File: src/rtl/nsum_pkg.sv
// Shared types and default sizes for the series-sum generator.
// Holds the FSM state enum and the series-select enum.
package nsum_pkg;

    localparam int NSUM_N_W   = 4;
    localparam int NSUM_SUM_W = 8;

    typedef enum logic [1:0] {
        IDLE,
        CALC,
        DONE
    } state_e;

    typedef enum logic {
        MODE_LIN = 1'b0,
        MODE_SQR = 1'b1
    } mode_e;

endpackage

File: src/rtl/nsum_term.sv
// Series term generator: k for the linear series, k*k for the square series.
// Purely combinational; the result is 2*N_W bits wide, so k*k cannot overflow.
module nsum_term
    import nsum_pkg::*;
#(
    parameter int N_W = NSUM_N_W
) (
    input  logic [N_W-1:0]   k_i,
    input  logic             mode_i,
    output logic [2*N_W-1:0] term_o
);

    logic [2*N_W-1:0] k_ext;

    // Widen k first so the square is formed at full 2*N_W precision.
    always_comb begin
        k_ext  = {{N_W{1'b0}}, k_i};
        term_o = (mode_i == MODE_SQR) ? k_ext * k_ext : k_ext;
    end

endmodule

File: src/rtl/nsum_gen.sv
// Sequential series-sum generator: sum of k or k*k for k=1..N.
// Takes one term per cycle and saturates at all-ones with a sticky overflow flag.
module nsum_gen
    import nsum_pkg::*;
#(
    parameter int N_W   = NSUM_N_W,
    parameter int SUM_W = NSUM_SUM_W
) (
    input  logic             clk,
    input  logic             reset,
    input  logic [N_W-1:0]   N,
    input  logic             mode,
    input  logic             N_valid,
    output logic             N_ready,
    output logic [SUM_W-1:0] sum,
    output logic             sum_ovf,
    output logic             sum_valid,
    input  logic             sum_ready
);

    localparam int EXT_W = ((SUM_W > 2 * N_W) ? SUM_W : 2 * N_W) + 1;

    state_e           state_q, state_d;
    logic [SUM_W-1:0] acc_q, acc_d;
    logic             ovf_q, ovf_d;
    logic [N_W:0]     k_q, k_d;
    logic [N_W-1:0]   n_q, n_d;
    mode_e            mode_q, mode_d;

    logic [2*N_W-1:0] term;
    logic [EXT_W-1:0] add_w;
    logic             sat;

    nsum_term #(
        .N_W (N_W)
    ) u_term (
        .k_i    (k_q[N_W-1:0]),
        .mode_i (mode_q),
        .term_o (term)
    );

    // Add at a width that cannot wrap, then clamp to the result width.
    always_comb begin
        add_w = EXT_W'(acc_q) + EXT_W'(term);
        sat   = add_w > EXT_W'({SUM_W{1'b1}});
    end

    // Next-state logic: accept, accumulate one term per cycle, hold result.
    always_comb begin
        state_d = state_q;
        acc_d   = acc_q;
        ovf_d   = ovf_q;
        k_d     = k_q;
        n_d     = n_q;
        mode_d  = mode_q;
        unique case (state_q)
            IDLE: begin
                if (N_valid) begin
                    n_d     = N;
                    mode_d  = mode_e'(mode);
                    acc_d   = '0;
                    ovf_d   = 1'b0;
                    k_d     = (N_W+1)'(1);
                    state_d = (N == '0) ? DONE : CALC;
                end
            end
            CALC: begin
                acc_d = sat ? {SUM_W{1'b1}} : add_w[SUM_W-1:0];
                ovf_d = ovf_q | sat;
                k_d   = k_q + (N_W+1)'(1);
                if (k_q == {1'b0, n_q}) begin
                    state_d = DONE;
                end
            end
            DONE: begin
                if (sum_ready) begin
                    state_d = IDLE;
                end
            end
            default: state_d = IDLE;
        endcase
    end

    // State and datapath registers; reset wins over any request in flight.
    always_ff @(posedge clk) begin
        if (reset) begin
            state_q <= IDLE;
            acc_q   <= '0;
            ovf_q   <= 1'b0;
            k_q     <= '0;
            n_q     <= '0;
            mode_q  <= MODE_LIN;
        end else begin
            state_q <= state_d;
            acc_q   <= acc_d;
            ovf_q   <= ovf_d;
            k_q     <= k_d;
            n_q     <= n_d;
            mode_q  <= mode_d;
        end
    end

    assign N_ready   = (state_q == IDLE);
    assign sum_valid = (state_q == DONE);
    assign sum       = acc_q;
    assign sum_ovf   = ovf_q;

endmodule
File: config.mk
export PLATFORM = sky130hd
export DESIGN_NAME = nsum_gen
export DESIGN_NICKNAME = d
export VERILOG_FILES = /design/src/rtl/nsum_pkg.sv /design/src/rtl/nsum_term.sv /design/src/rtl/nsum_gen.sv
export SDC_FILE = /design/constraint.sdc
export NUM_CORES = 1
export LEC_CHECK = 0
export ABC_CLOCK_PERIOD_IN_PS = 3800
export CAP_MARGIN = 20
export CELL_PAD_IN_SITES_DETAIL_PLACEMENT = 0
export CELL_PAD_IN_SITES_GLOBAL_PLACEMENT = 1
export CORE_MARGIN = 4
export CORE_UTILIZATION = 40
export DETAILED_ROUTE_END_ITERATION = 12
export GPL_ROUTABILITY_DRIVEN = 1
export PLACE_DENSITY_LB_ADDON = 0.1
export SYNTH_ARGS = -nofsm -noshare
export SYNTH_HDL_FRONTEND = slang
export SYNTH_SLANG_ARGS = --single-unit
File: constraint.sdc
create_clock -name clk -period 3.8 [get_ports clk]
set_input_delay 0.76 -clock clk [delete_from_list [all_inputs] [get_ports clk]]
set_output_delay 0.76 -clock clk [all_outputs]
set_load 0.01 [all_outputs]
* Word-level counts from Yosys, hierarchy flattened
Index checks and enable logic that the tools add are counted.
** Operators by class
- Add/sub/neg operators :: 2
- Multiply operators :: 1
- Magnitude comparators :: 1
- Equal/unequal tests :: 6
- Multiplexer cells :: 13
- Bitwise logic cells :: 1
- Reductions and logical operators :: 6
** Operator list (number)
- $mux 8 :: 3
- $pmux 8 s2 :: 1
- $pmux 5 s2 :: 1
- $add 8x8->9 :: 1
- $gt 9x8->1 const B :: 1
- $mul 4x4->8 :: 1
- $mux 2 :: 4
- $pmux 2 s3 :: 1
- $add 5x1->5 const B :: 1
- $eq 5x4->1 :: 1
- $mux 5 :: 1
- $logic_not 4->1 :: 1
- $ne 2x2->1 const B :: 2
- $reduce_and 2->1 :: 2
- $reduce_and 3->1 :: 1
- $eq 2x1->1 const B :: 1
- $eq 2x2->1 const B :: 1
- $logic_not 2->1 :: 1
- $ne 2x1->1 const B :: 1
- $pmux 1 s2 :: 1
- $reduce_bool 2->1 :: 1
- $mux 1 :: 1
- $or 1x1->1 :: 1
** Word-level totals
- Flip-flop bits (word level) :: 21
- Input bits :: 9
- Output and inout bits :: 11
- Word-level logic and storage cells :: 36

* Depth between registers and ports, before layout
- Word-level depth :: 6
- Gate-level depth with buffers :: 12

* Cells and area by module
A second synthesis with hierarchy kept.
** Second synthesis, totals
- Cells, all modules :: 180
- Area, all modules :: 1462.7 um2
** By module, submodules not included
- nsum_gen :: instances 1, cells each 144, area an instance 1207.4 um2, sequential area each 420.4 um2
- nsum_term :: instances 1, cells each 36, area an instance 255.2 um2, sequential area each 0.0 um2

* Worst setup path after synthesis
Ideal clock, no wire load.
- Path kind :: register to register
- Start point :: register k_q[2]
- End point :: register acc_q[7], in the netlist sum[7]
- Library setup time :: 122 ps
- Data arrival time :: 2625 ps
- Data required time :: 3678 ps
- Path slack :: 1053 ps
- Stages on the path, launching flop included :: 13
- Clock period less this slack :: 2747 ps
- Path through :: dfxtp_1 -> clkbuf_1 -> nor2b_1 -> ha_1 -> a21o_1 -> a21oi_1 -> xnor2_1 -> and2_1 -> ha_1 -> o21a_1 -> o221ai_4 -> a21oi_2 -> a311o_1
** On the way
- Longest elaborated chain between the ends :: 6
** RTL lines
- start, declared :: line nsum_gen.sv:26 : logic [N_W:0] k_q, k_d;
- start signal, assigned :: line nsum_gen.sv:97 : k_q <= k_d;
- $mul 4x4->8 :: line nsum_term.sv:18 : term_o = (mode_i == MODE_SQR) ? k_ext * k_ext : k_ext;
- $mux 8 * :: line nsum_term.sv:18
- $add 8x8->9 * :: line nsum_gen.sv:44 : add_w = EXT_W'(acc_q) + EXT_W'(term);
- $gt 9x8->1 :: line nsum_gen.sv:45 : sat = add_w > EXT_W'({SUM_W{1'b1}});
- $mux 8 * :: line nsum_gen.sv:68 : acc_d = sat ? {SUM_W{1'b1}} : add_w[SUM_W-1:0];
- $pmux 8 s2 * :: line nsum_gen.sv:56 : unique case (state_q)
- end signal, assigned :: line nsum_gen.sv:88 : acc_q <= '0;
- end signal, assigned :: line nsum_gen.sv:95 : acc_q <= acc_d;
- end, declared :: line nsum_gen.sv:24 : logic [SUM_W-1:0] acc_q, acc_d;
Mark *: on every way between the ends. The rest lies on a longest branch, timed or not.
A chain may end at the register's enable or synchronous reset.

* Worst setup path after layout
- Start point :: register k_q[0]
- End point :: register acc_q[7], in the netlist sum[7]
Same word-level chain as after synthesis.

==> impl_results.md <==
* Routed Antenna Nets at 0
* Fmax at 346 MHz
* Die width at roughly 67 um
* Post-DP Area at approximately 1600 sq um
* Ranking of synthesized cells by area: dfxtp_1 30%, ha_1 12%, a21oi_1 9.6%
* Post-synth top cells: 27 x a21oi_1, 21 x dfxtp_1, 16 x nand2_1
* R2r endpoint: sum[7]
* CTS Buffer Depth at 2
* Num CTS Buffers at 3
* Fillers at 368
* Post-DP HPWL at 2270 um
* Async set-reset flop share out of synthesis at 0%
* Clk slew on worst S/H paths at between 0.1 and 0.15 ns
* Post-Syn Area at about 1400 sq um
* Outcome: complete, no violations
* CTS tree: built
* Syn_area_per_cell at about 8.6 sq um
* Slew HR at 37.5%
* Setup TNS at 0 ns
* Yosys top cell area share at 29.8%
* TritonRoute pass-1 iters at 4
* Layout cells sized above 1 at 8.84%
* # rows at 21
* Reg2Reg Depth at 11
* Synth Register Bits at 21
* Crit path to: sum[7]
* EDFF count, synth at 0
* # port buffers at 19
* Sw Pwr at approximately 0.13 mW
* R2r setup slk at about 0.91 ns
* Wirelength per Cell at 13.5 um
* Total track usage at approximately 16%
* CP Data Required Time at approximately 4 ns
* Clock Latency Late Sink at about 0.30 ns
* CTS Hold Buffers Added at 0
* Starting density of the core at 42.0%
* Total Die Area at between 4000 and 5000 sq um
* Comb power frac at between 10% and 20%
* Initial antenna violation count at 0
* P_leak at slightly above 0.7 nW
* Routed WL at slightly above 3000 um
* Pin count of the biggest net entering global routing at 24
* Drt first-iter violations at 74
* Post-CTS Resized at 0
* Setup violators final at 0
* N_diodes at 0
* Sequential area share after synthesis at between 20% and 30%
* Ports at 20
* CP max FO at 9
* Mapped Nets at approximately 190
* Final nets at 205
* Syn-to-layout area delta at 18.1%
* Routability Congestion at a little under 0.8
* Die Span Y at around 67 um
* Worst slew pin tran at ~0.93 ns
* Min-Delay Startpoint: sum_ovf
* P_int at roughly 0.31 mW
* Final period util at between 70% and 80%
* Most used DFF post-synth: dfxtp_1
* Sequential share of power at 55.7%
* Sw Share at 29.7%
* Core ar. at 3360 sq um
* CTS Sinks at 21
* RSZ-0062 raised after global routing: false
* Syn Inst Count at around 160
* Minimum clock period at 2.89 ns
* Yosys Warn Count at 0
* Reg-to-Reg Start: k_q[0]
* Crit path launch: k_q[0]
* Seq. cell area at 420 sq um
* Final Max Slew Viols at 0
* Final instance area at 1670 sq um
* Pwr per Cell Area at 261 nW/um^2
* Clock share of power at 24.9%
* Worst IR Drop VDD at between 0.15 and 0.2 mV
* Top cell type by total area after synthesis: dfxtp_1
* Vias per cell at 5.18
* H-tree depth at 1
* Post-route DRC violation count at 0
* Area of the multi-input gates at ~960 sq um
* Global-route wire length before repair at between 5000 and 6000 um
* Nature of the critical path endpoint: register
* Max-cap violations at 0
* Max Clock Skew at between 0.008 and 0.009 ns
* Vias at about 1,200
* Number of global-route vias before repair at around 1,200
* CP Class: reg -> reg
* Synth cell types at 38
* Worst hold-check path type: reg -> reg
* Root buf cell: clkbuf_4
* Top-count cell post-synth: a21oi_1
* Critical path arrival at 3.10 ns
* Crit start category: register
* Gr ovfl total at 0
* Post-CTS Repair Setup Buffers at 0
* Fin. Hold Viols at 0
* Hold_ws at between 0.4 and 0.5 ns
-- kinds of logic after synthesis --
logic type               after synthesis  share of synthesized area (%)
flip-flops                            21                           29.8
buffers and inverters                  9                           2.39
AND/OR/NAND/NOR                       52                           18.3
multiplexers                           2                           1.60
adder cells (fa/ha/maj)               14                           12.9
XOR/XNOR                              12                           7.45
AO/OA/AOI/OAI                         54                           27.6
-- registers in the layout, indices dropped and copies added, names as in the netlist --
name / count
k_q: 5
mode_q: 1
n_q: 4
state_q: 2
sum: 8
sum_ovf: 1
-- worst min path at each step --
stage / slack, ns / depth (start not counted) / endpoint
4_1_cts: 0.48 / 2 / sum_ovf
6_report: 0.47 / 2 / sum_ovf
2_1_floorplan: 0.45 / 2 / n_q[0]
5_1_grt: 0.51 / 2 / sum_ovf
3_5_place_dp: 0.46 / 2 / sum_ovf
3_3_place_gp: 0.45 / 2 / sum_ovf
-- power by group through the flow --
| stage | clock network [mW] | logic [mW] | registers [mW] |
|---|---|---|---|
| 2_1_floorplan | 0 | 0.0545 | 0.244 |
| 3_3_place_gp | 0 | 0.0848 | 0.248 |
| 3_5_place_dp | 0 | 0.0848 | 0.248 |
| 4_1_cts | 0.116 | 0.0856 | 0.243 |
| 5_1_grt | 0.127 | 0.0960 | 0.245 |
| 6_report | 0.108 | 0.0843 | 0.243 |
-- worst max-delay path, cell delays in order, from the launching register on --
cell and delay [ns]:
dfxtp_1 0.42, ha_1 0.30, ha_1 0.24, a21o_1 0.18, a21oi_1 0.17, xnor2_1 0.09, and2_1 0.16, ha_1 0.34
o21a_1 0.22, o221ai_4 0.32, a21oi_2 0.08, a311o_1 0.29
-- metrics by stage --
step / total power, mW / utilization (%) / instances / setup WS (ns)
2_1_floorplan: 0.299 / - / 164 / 1.05
3_3_place_gp: 0.332 / 48.8 / 223 / 0.960
3_5_place_dp: 0.333 / 48.8 / 223 / 0.904
4_1_cts: 0.444 / 49.6 / 227 / 0.889
5_1_grt: 0.468 / 49.6 / 227 / 0.694
6_report: 0.436 / 49.6 / 227 / 0.910
-- cell usage in the layout (no fill, tap or decap), drive strengths merged, types with 4 or more instances in the layout --
master,synthesis,layout
ha,13,13
clkdlybuf4s50,0,19
clkbuf,7,4
nor2b,5,5
dfxtp,21,21
a21oi,28,28
xor2,8,8
a211oi,4,4
nor2,12,12
a22oi,6,6
and2,8,8
a21o,4,4
xnor2,4,4
nand2,16,16
-- routing by layer --
| metal | GRT usage (%) | vias to the layer above | wire length (um) |
|---|---|---|---|
| met5 | 0 | - | 0 |
| met4 | 3.80 | 0 | 16 |
| met3 | 3.33 | 2 | 124 |
| met2 | 24.8 | 20 | 1340 |
| met1 | 21.4 | 530 | 1580 |
| li1 | - | 624 | - |
-- area by class of cell --
| type | instances | area share [%] |
|---|---|---|
| sequential | 21 | 25.2 |
| clock buffer | 4 | 1.58 |
| timing repair buffer | 20 | 11.9 |
| tap | 46 | 3.45 |
| inverter | 2 | 0.450 |
| multi-input combinational | 134 | 57.4 |
Note: power is estimated with default switching activity, not from simulation.
